==> src/rtl/fpga_cfg_pkg.sv <==
// Shared types and sizing helpers for the configuration scan-chain loader.
package fpga_cfg_pkg;

    localparam int BYTE_W = 8;

    typedef enum logic [1:0] {
        IDLE      = 2'd0,
        LOAD_CLB  = 2'd1,
        LOAD_CONN = 2'd2,
        DONE      = 2'd3
    } state_e;

    // Bit-counter width: wide enough to hold the longer chain length exactly.
    function automatic int CNT_W(input int a, input int b);
        return $clog2(((a > b) ? a : b) + 1);
    endfunction

endpackage

==> src/rtl/fpga_cfg_loader_scan_clk_gen.sv <==
// Scan clock divider: toggles scan_clk every CLK_DIV cycles while run_i is
// high and flags the cycle before each rising / falling transition.
module scan_clk_gen #(
    parameter int CLK_DIV = 2
) (
    input  logic clk,
    input  logic rst_n,
    input  logic clr_i,
    input  logic run_i,
    output logic scan_clk_o,
    output logic rise_next_o,
    output logic fall_next_o
);

    localparam int DW = (CLK_DIV > 1) ? $clog2(CLK_DIV) : 1;

    logic [DW-1:0] div_q;
    logic          sclk_q;
    logic          term;

    assign term        = (div_q == DW'(CLK_DIV - 1));
    assign rise_next_o = run_i & term & ~sclk_q;
    assign fall_next_o = run_i & term &  sclk_q;
    assign scan_clk_o  = sclk_q;

    // Divider and scan clock register; an idle run restarts the low phase count.
    always_ff @(posedge clk or negedge rst_n) begin
        if (!rst_n) begin
            div_q  <= '0;
            sclk_q <= 1'b0;
        end else if (clr_i) begin
            div_q  <= '0;
            sclk_q <= 1'b0;
        end else if (run_i) begin
            if (term) begin
                div_q  <= '0;
                sclk_q <= ~sclk_q;
            end else begin
                div_q  <= div_q + DW'(1);
            end
        end else begin
            div_q <= '0;
        end
    end

endmodule

==> src/rtl/fpga_cfg_loader.sv <==
// Loads the CLB chain then the connection chain from a byte stream, LSB
// first, and returns the displaced chain bits as readback bytes.
module fpga_cfg_loader
    import fpga_cfg_pkg::*;
#(
    parameter int CLB_BITS  = 4096,
    parameter int CONN_BITS = 2048,
    parameter int CLK_DIV   = 2
) (
    input  logic       clk,
    input  logic       rst_n,
    input  logic       start,
    input  logic       abort,
    input  logic [7:0] cfg_data,
    input  logic       cfg_valid,
    output logic       cfg_ready,
    output logic       scan_clk,
    output logic       clb_scan_en,
    output logic       clb_scan_in,
    input  logic       clb_scan_out,
    output logic       conn_scan_en,
    output logic       conn_scan_in,
    input  logic       conn_scan_out,
    output logic [7:0] rd_data,
    output logic       rd_valid,
    output logic       busy,
    output logic       done
);

    localparam int CW = CNT_W(CLB_BITS, CONN_BITS);

    state_e            state_q;
    logic [BYTE_W-1:0] buf_q;
    logic [3:0]        buf_cnt_q;
    logic [CW-1:0]     bit_cnt_q;
    logic [BYTE_W-1:0] rd_sh_q, rd_sh_d;
    logic [2:0]        rd_cnt_q;
    logic [BYTE_W-1:0] rd_data_q;
    logic              rd_valid_q;
    logic              captured_q;

    logic          in_load, accept, shift, last_bit, sample, run, clr;
    logic          rise_next, fall_next;
    logic [3:0]    buf_fill_d;
    logic [CW-1:0] phase_last;

    assign in_load    = (state_q == LOAD_CLB) || (state_q == LOAD_CONN);
    assign cfg_ready  = in_load && (buf_cnt_q == 4'd0);
    assign accept     = cfg_valid & cfg_ready & ~abort;
    assign run        = in_load && (buf_cnt_q != 4'd0) && !abort;
    assign clr        = !in_load || abort;
    // Only advance once the fabric has actually seen this bit's rising edge.
    assign shift      = fall_next & captured_q & ~abort;
    assign phase_last = (state_q == LOAD_CLB) ? CW'(CLB_BITS - 1) : CW'(CONN_BITS - 1);
    assign last_bit   = (bit_cnt_q == phase_last);
    assign sample     = (state_q == LOAD_CLB) ? clb_scan_out : conn_scan_out;

    // Bits left in the current phase cap how many bits of a new byte are used.
    always_comb begin
        int rem;
        rem        = ((state_q == LOAD_CLB) ? CLB_BITS : CONN_BITS) - int'(bit_cnt_q);
        buf_fill_d = (rem >= BYTE_W) ? 4'(BYTE_W) : 4'(rem);
    end

    // Readback byte with the newly sampled bit placed at its LSB-first slot.
    always_comb begin
        rd_sh_d           = rd_sh_q;
        rd_sh_d[rd_cnt_q] = sample;
    end

    scan_clk_gen #(.CLK_DIV(CLK_DIV)) u_sclk (
        .clk         (clk),
        .rst_n       (rst_n),
        .clr_i       (clr),
        .run_i       (run),
        .scan_clk_o  (scan_clk),
        .rise_next_o (rise_next),
        .fall_next_o (fall_next)
    );

    // Phase FSM with byte intake, bit shifting and readback packing.
    always_ff @(posedge clk or negedge rst_n) begin
        if (!rst_n) begin
            state_q    <= IDLE;
            buf_q      <= '0;
            buf_cnt_q  <= '0;
            bit_cnt_q  <= '0;
            rd_sh_q    <= '0;
            rd_cnt_q   <= '0;
            rd_data_q  <= '0;
            rd_valid_q <= 1'b0;
            captured_q <= 1'b0;
        end else begin
            rd_valid_q <= 1'b0;
            if (abort) begin
                state_q    <= IDLE;
                buf_q      <= '0;
                buf_cnt_q  <= '0;
                bit_cnt_q  <= '0;
                rd_sh_q    <= '0;
                rd_cnt_q   <= '0;
                captured_q <= 1'b0;
            end else begin
                case (state_q)
                    IDLE: if (start) state_q <= LOAD_CLB;
                    LOAD_CLB, LOAD_CONN: begin
                        if (accept) begin
                            buf_q     <= cfg_data;
                            buf_cnt_q <= buf_fill_d;
                        end
                        if (rise_next) captured_q <= 1'b1;
                        if (shift) begin
                            captured_q <= 1'b0;
                            buf_q      <= buf_q >> 1;
                            buf_cnt_q  <= buf_cnt_q - 4'd1;
                            if (rd_cnt_q == 3'd7 || last_bit) begin
                                rd_data_q  <= rd_sh_d;
                                rd_valid_q <= 1'b1;
                                rd_sh_q    <= '0;
                                rd_cnt_q   <= '0;
                            end else begin
                                rd_sh_q  <= rd_sh_d;
                                rd_cnt_q <= rd_cnt_q + 3'd1;
                            end
                            if (last_bit) begin
                                bit_cnt_q <= '0;
                                buf_q     <= '0;
                                buf_cnt_q <= '0;
                                state_q   <= (state_q == LOAD_CLB) ? LOAD_CONN : DONE;
                            end else begin
                                bit_cnt_q <= bit_cnt_q + CW'(1);
                            end
                        end
                    end
                    DONE:    state_q <= IDLE;
                    default: state_q <= IDLE;
                endcase
            end
        end
    end

    assign clb_scan_en  = (state_q == LOAD_CLB);
    assign conn_scan_en = (state_q == LOAD_CONN);
    assign clb_scan_in  = clb_scan_en & buf_q[0];
    assign conn_scan_in = conn_scan_en & buf_q[0];
    assign busy         = in_load;
    assign done         = (state_q == DONE);
    assign rd_data      = rd_data_q;
    assign rd_valid     = rd_valid_q;

endmodule

==> config.mk <==
export PLATFORM = sky130hd
export DESIGN_NAME = fpga_cfg_loader
export DESIGN_NICKNAME = d
export VERILOG_FILES = /design/src/rtl/fpga_cfg_pkg.sv /design/src/rtl/fpga_cfg_loader_scan_clk_gen.sv /design/src/rtl/fpga_cfg_loader.sv
export SDC_FILE = /design/constraint.sdc
export NUM_CORES = 1
export LEC_CHECK = 0
export ABC_AREA = 1
export BUFFER_PORTS_ARGS = -buffer_cell sky130_fd_sc_hd__buf_2
export CAP_MARGIN = 20
export CELL_PAD_IN_SITES_DETAIL_PLACEMENT = 1
export CELL_PAD_IN_SITES_GLOBAL_PLACEMENT = 2
export CORE_MARGIN = 2
export CORE_UTILIZATION = 37
export DETAILED_ROUTE_END_ITERATION = 6
export HOLD_SLACK_MARGIN = 0.02
export PLACE_DENSITY = 0.91
export SYNTH_ARGS = -nofsm -noshare
export SYNTH_HDL_FRONTEND = slang
export SYNTH_HIERARCHICAL = 1
export SYNTH_SLANG_ARGS = --single-unit
==> constraint.sdc <==
create_clock -name clk -period 4.85 [get_ports clk]
set_clock_uncertainty 0.1 [all_clocks]
set_input_delay 0.485 -clock clk [delete_from_list [all_inputs] [get_ports clk]]
set_output_delay 0.485 -clock clk [all_outputs]
set_load 0.05 [all_outputs]
# [Word-level counts from Yosys, hierarchy flattened]
# Cells that the tools add are included.
[totals] wordCells=112 input_bits=15 output_inout_bits=17 register_bits=50
[classes] reduce_logical=25 mux=49 bitwise_logic=11 eq_ne=8 n_addsub=5 order_cmp=3
[op_table] op="13-bit 2-to-1 mux" n=5
[op_table] op="8-bit 2-to-1 mux" n=8
[op_table] op="4-bit 2-to-1 mux" n=6
[op_table] op="1-bit 2-to-1 mux" n=17
[op_table] op="14-bit by 5-bit greater-or-equal comparator with 1-bit output, second input constant" n=1
[op_table] op="13-bit by 13-bit subtractor with 14-bit output" n=1
[op_table] op="13-bit by 1-bit adder with 13-bit output, second input constant" n=1
[op_table] op="13-bit by 12-bit equality test with 1-bit output" n=1
[op_table] op="12-bit 2-to-1 mux" n=1
[op_table] op="3-bit 2-to-1 mux" n=4
[op_table] op="1-bit AND" n=9
[op_table] op="3-bit inequality test, second input constant" n=3
[op_table] op="8-bit bitwise mux" n=1
[op_table] op="2-bit 2-to-1 mux" n=4
[op_table] op="2-bit AND reduction" n=4
[op_table] op="2-bit nonzero test" n=4
[op_table] op="7-bit 2-to-1 mux" n=1
[op_table] op="2-bit one-hot mux with 3 select lines" n=1
[op_table] op="3-bit nonzero test" n=2
[op_table] op="2-bit equality test, second input constant" n=2
[op_table] op="1-bit logical AND" n=4
[op_table] op="4-bit zero test" n=1
[op_table] op="3-bit by 4-bit < comparator with 1-bit output, second input constant" n=1
[op_table] op="4-bit AND reduction" n=1
[op_table] op="other kinds (14)" n=18

# [Logic depth before layout (Yosys ltp)]
[logic_depth] ltp_word=11 depth_mapped=19 ltp_nobuf=18

# [Modules after synthesis]
# The synthesis kept the hierarchy.
[modules_own_cells] mod="fpga_cfg_loader" seq_area_each_um2=1201.2 cells_each=379 n_inst=1 area_per_inst_um2=2877.8
[modules_own_cells] mod="scan_clk_gen" seq_area_each_um2=50.0 cells_each=12 n_inst=1 area_per_inst_um2=90.1

# [Worst setup path before layout]
# Ideal clock, no wire load.
[synth_path] path_type="register to register" start="reg state_q[0]" end="reg bit_cnt_q[6]" required_ns=4.616 path_stages_with_launch=17 arrival_time_ns=2.729 setup_ns=0.134 synth_period_minus_slack_ns=2.963 slack_ns=1.887 path_buffers=1 path_cell_list="dfrtp_1 -> inv_1 -> ha_1 -> inv_1 -> nor2_1 -> inv_1 -> a31oi_1 -> nand3_1 -> inv_1 -> nand2_1 -> inv_1 -> nor2_2 -> nor2_4 -> inv_2 -> buf_4 -> a21oi_1 -> nor2_1"
[synth_between] elab_chain_len=10 word_cells_on_any_way=19 classes_between="3 x eq/ne; 5 x mux; 4 x bitwise; 7 x reduce/logical"
[synth_rtl] item="start: declaration" line="fpga_cfg_loader.sv:32" source="state_e state_q;"
[synth_rtl] item="start signal: assignment" line="fpga_cfg_loader.sv:129" source="state_q <= (state_q == LOAD_CLB) ? LOAD_CONN : DONE;"
[synth_rtl] item="2-bit by 1-bit equality test with 1-bit output or 2-bit equality test (tied branches)" line="fpga_cfg_loader.sv:47" source="assign in_load = (state_q == LOAD_CLB) || (state_q == LOAD_CONN);"
[synth_rtl] item="1-bit logical OR *" line="fpga_cfg_loader.sv:47"
[synth_rtl] item="net busy" line="fpga_cfg_loader.sv:26" source="output logic busy,"
[synth_rtl] item="1-bit logical AND * (2 in series)" line="fpga_cfg_loader.sv:50" source="assign run = in_load && (buf_cnt_q != 4'd0) && !abort;"
[synth_rtl] item="net run" line="fpga_cfg_loader.sv:42" source="logic in_load, accept, shift, last_bit, sample, run, clr;"
[synth_rtl] item="1-bit AND * (2 in series)" line="fpga_cfg_loader_scan_clk_gen.sv:23" source="assign fall_next_o = run_i & term & sclk_q;"
[synth_rtl] item="net fall_next" line="fpga_cfg_loader.sv:43" source="logic rise_next, fall_next;"
[synth_rtl] item="1-bit AND * (2 in series)" line="fpga_cfg_loader.sv:53" source="assign shift = fall_next & captured_q & ~abort;"
[synth_rtl] item="2-bit nonzero test (no line) *"
[synth_rtl] item="2-bit AND reduction (no line) *"
[synth_rtl] item="end signal: assignment" line="fpga_cfg_loader.sv:131" source="bit_cnt_q <= bit_cnt_q + CW'(1);"
[synth_rtl] item="end: declaration" line="fpga_cfg_loader.sv:35" source="logic [CW-1:0] bit_cnt_q;"
# The timed path passes the listed nets; every way through them passes the cells marked *. The select of a mux whose other input is x is not followed.
# A chain may end at the register's enable or synchronous reset.

# [Worst setup path after layout]
[layout_path] start="reg state_q[0]" end="reg rd_sh_q[5]"
[layout_between] elab_chain_len=10 word_cells_on_any_way=22 classes_between="3 x eq/ne; 7 x mux; 4 x bitwise; 8 x reduce/logical"
[layout_rtl] item="2-bit by 1-bit equality test with 1-bit output or 2-bit equality test (tied branches)" line="fpga_cfg_loader.sv:47"
[layout_rtl] item="1-bit logical OR *" line="fpga_cfg_loader.sv:47"
[layout_rtl] item="1-bit logical AND * (2 in series)" line="fpga_cfg_loader.sv:50"
[layout_rtl] item="net run" line="fpga_cfg_loader.sv:42"
[layout_rtl] item="1-bit AND * (2 in series)" line="fpga_cfg_loader_scan_clk_gen.sv:23"
[layout_rtl] item="net fall_next" line="fpga_cfg_loader.sv:43"
[layout_rtl] item="1-bit AND * (2 in series)" line="fpga_cfg_loader.sv:53"
[layout_rtl] item="2-bit nonzero test (no line) *"
[layout_rtl] item="2-bit AND reduction (no line) *"
[layout_rtl] item="end signal: assignment" line="fpga_cfg_loader.sv:122" source="rd_sh_q <= rd_sh_d;"
[layout_rtl] item="end: declaration" line="fpga_cfg_loader.sv:36" source="logic [BYTE_W-1:0] rd_sh_q, rd_sh_d;"
# Marks and branches as above.

==> results.toml <==
[placement]
place.gp.congestion = 0.821
dp_hpwl_mm = 5.73
portBuffers = 31
placed_area_um2 = 3210

[power]
power_uw = 1130
p_sw_frac = 0.361
clockPowerShare = 0.262
seqPwrFrac = 0.428
power.density_nw_per_um2 = 341
comb_power_share = 0.310
p_leak_uw = 0.00169
vdd_ir_drop_max_uv = 143
p_int_uw = 721
p_sw_uw = 407

[logic_synthesis]
synth_nets = 417
yosysMostFrequentCell = "nand2_1"
ys_warn_count = 6
synth-main-ff-cell = "dfrtp_1"
synthCells = 391
synth.distinct_cells = 33
synth_top_area_share = 0.422
synth_area_um2 = 2970
ys_seq_area_frac = 0.422
synth_enable_flop_cells = 0
synth_area_leaders = "dfrtp_1 (42%), nand2_1 (10%), nor2_1 (6.6%)"
yosys.area.top_type = "dfrtp_1"
syn_avg_cell_area_um2 = 7.59
synth_async_sr_flop_share = 1.00
ys_top_cells_by_count = "nand2_1 (83), nor2_1 (52), inv_1 (51), dfrtp_1 (50), nand3_1 (30)"
synth_seq_cells = 50

[setup_path]
worstPathArrival_ps = 3870
worst-path-max-fanout = 11
startpoint = "state_q[0]$_DFFE_PN0P_"
worstReg2RegStart = "state_q[0]$_DFFE_PN0P_"
start_kind = "register"
critical_path_class = "register to register"
endpoint_kind = "register"
worstPathRequired_ps = 4980

[cells_and_area]
num-nets-final = 448
area_growth_pct = 11.6
layout-drive-gt1-share = 0.139
diodes = 0
final_cell_area_um2 = 3310

[global_routing]
grt_pass1_vias = 2782
grt_usage = 0.188
grt_overflow = 0
antenna_found_initial = 0
grt_max_degree = 51
grt_pass1_wl_mm = 13.1

[drt]
firstDrtPassIters = 4
num_vias = 2668
ant_nets = 0
post-route-drc-count = 0
drtIter0Drc = 107
avgViaCountPerCell = 5.08
finalWirelength_mm = 7.50
wl_per_cell_um = 14.3

[floorplanning]
rows = 32
die_w_um = 93.6
initial_core_util = 0.382
coreArea_um2 = 7770
die-area_um2 = 8750
fp.dieH_um = 93.6
ios = 32

[timing]
fmax_mhz = 267
layout_min_cycle_time_ps = 3740
min_period_over_period = 0.771
fin_tns_setup_ps = 0
setup_viol = 0
rsz0062_at_grt = "false"
slew_headroom = 0.382
worst_slew_pin_slew_ps = 918
finalMaxSlewViolations = 0
finalHoldViolations = 0

[run]
cap_violations = 0

[clocking]
cts_tree = "done"
cts_max_level = 2
clock_latency_ps = 300
clock-sinks = 50
clockRootBuffer = "clkbuf_8"
clock_path_buffers = 2
cts_resized = 0
holdBufCountCts = 0
clk_pin_slew_ps = 90
numCtsBuffers = 5
cts_setup_buffers = 0

[hold_path]
hold_class = "primary input to asynchronous set/reset pin"

[outcome]
outcome = "complete, no violations"
layer usage:
layer  GRT usage  share of wire  vias to the layer above
li1            -              -                     1330
met1       0.250           0.49                     1307
met2       0.317           0.48                       26
met3      0.0338          0.024                        5
met4      0.0519         0.0095                        0
met5           0              0                        -
critical path, cell delays in order, from the launching register on:
cell and delay [ps]:
dfrtp_1 380, inv_1 100, ha_1 330, inv_1 80, nor2_1 180, inv_1 80
a31oi_1 280, nand3_1 160, inv_1 90, nand2_1 90, nor2_1 580, inv_1 140
nor2_1 180, inv_1 110, nor2_2 420, nand2_1 200, o22ai_1 160
path summary, 6_finish.rpt:
check / to / slack [ps] / depth (start not counted)
max in group asynchronous: captured_q$_DFFE_PN0P_ / 4030 / 2
min reg2reg: rd_data[1]$_DFFE_PN0P_ / 380 / 2
min: rd_data[5]$_DFFE_PN0P_ / 190 / 2
min in group clk: buf_q[7]$_DFFE_PN0P_ / 290 / 3
max reg2reg: rd_sh_q[5]$_DFFE_PN0P_ / 1110 / 16
max: rd_sh_q[5]$_DFFE_PN0P_ / 1110 / 16
logic make-up (layout without fill, tap and decap cells):
family                   Yosys count  in the layout  share of synthesized area
adder cells (fa/ha/maj)           11             11                     0.0464
AO/OA/AOI/OAI                     67             67                      0.134
XOR/XNOR                           9              9                     0.0266
buffers and inverters             63             95                     0.0873
flip-flops                        50             50                      0.422
AND/OR/NAND/NOR                  191            191                      0.285
flip-flops by register name (all words and copies together) (netlist names):
signal and flops:
u_sclk/div_q 1, u_sclk/scan_clk_o 1, state_q 2, rd_sh_q 8, captured_q 1, rd_valid 1, bit_cnt_q 13, buf_cnt_q 4
buf_q 8, rd_data 8, rd_cnt_q 3
per-stage QoR:
stage | setup WS [ps] | instances | util | hold slack, ps
6_report | 1110 | 525 | 0.426 | 193
5_1_grt | 704 | 525 | 0.426 | 236
4_1_cts | 1110 | 525 | 0.426 | 216
3_5_place_dp | 1130 | 517 | 0.413 | 358
3_3_place_gp | 1450 | 517 | 0.413 | 351
2_1_floorplan | 1890 | 391 | - | 89.4
area by class of cell:
type | instances | area, µm²
Multi-Input combinational cell | 278 | 1460
Clock buffer | 7 | 76.3
Clock inverter | 1 | 30.0
Fill cell | 999 | 4460
Sequential cell | 50 | 1250
Timing Repair Buffer | 32 | 163
Inverter | 55 | 206
Tap cell | 102 | 128
cell usage in the layout (no fill, tap or decap), drive strengths merged:
cell type | Yosys | final
ha | 11 | 11
buf | 4 | 32
o21ai | 25 | 25
clkinv | 1 | 1
a21o | 1 | 1
a21oi | 27 | 27
dfrtp | 50 | 50
bufinv | 0 | 1
nor2 | 58 | 58
xor2 | 8 | 8
nand4 | 6 | 6
nor4 | 1 | 1
nand3 | 30 | 30
or2 | 1 | 1
o22ai | 6 | 6
a31oi | 3 | 3
nor3 | 8 | 8
xnor2 | 1 | 1
inv | 54 | 54
nor3b | 1 | 1
a32o | 5 | 5
nand2 | 86 | 86
clkbuf | 4 | 7
power by group through the flow:
stage                     Sequential [µW]  Clock (µW)  Combinational [µW]
after floorplan                       484           0                 266
after global routing                  489         321                 399
after detailed placement              492           0                 355
after global placement                490           0                 344
after CTS                             483         306                 357
final                                 483         296                 350
Note: power is estimated with default switching activity, not from simulation.
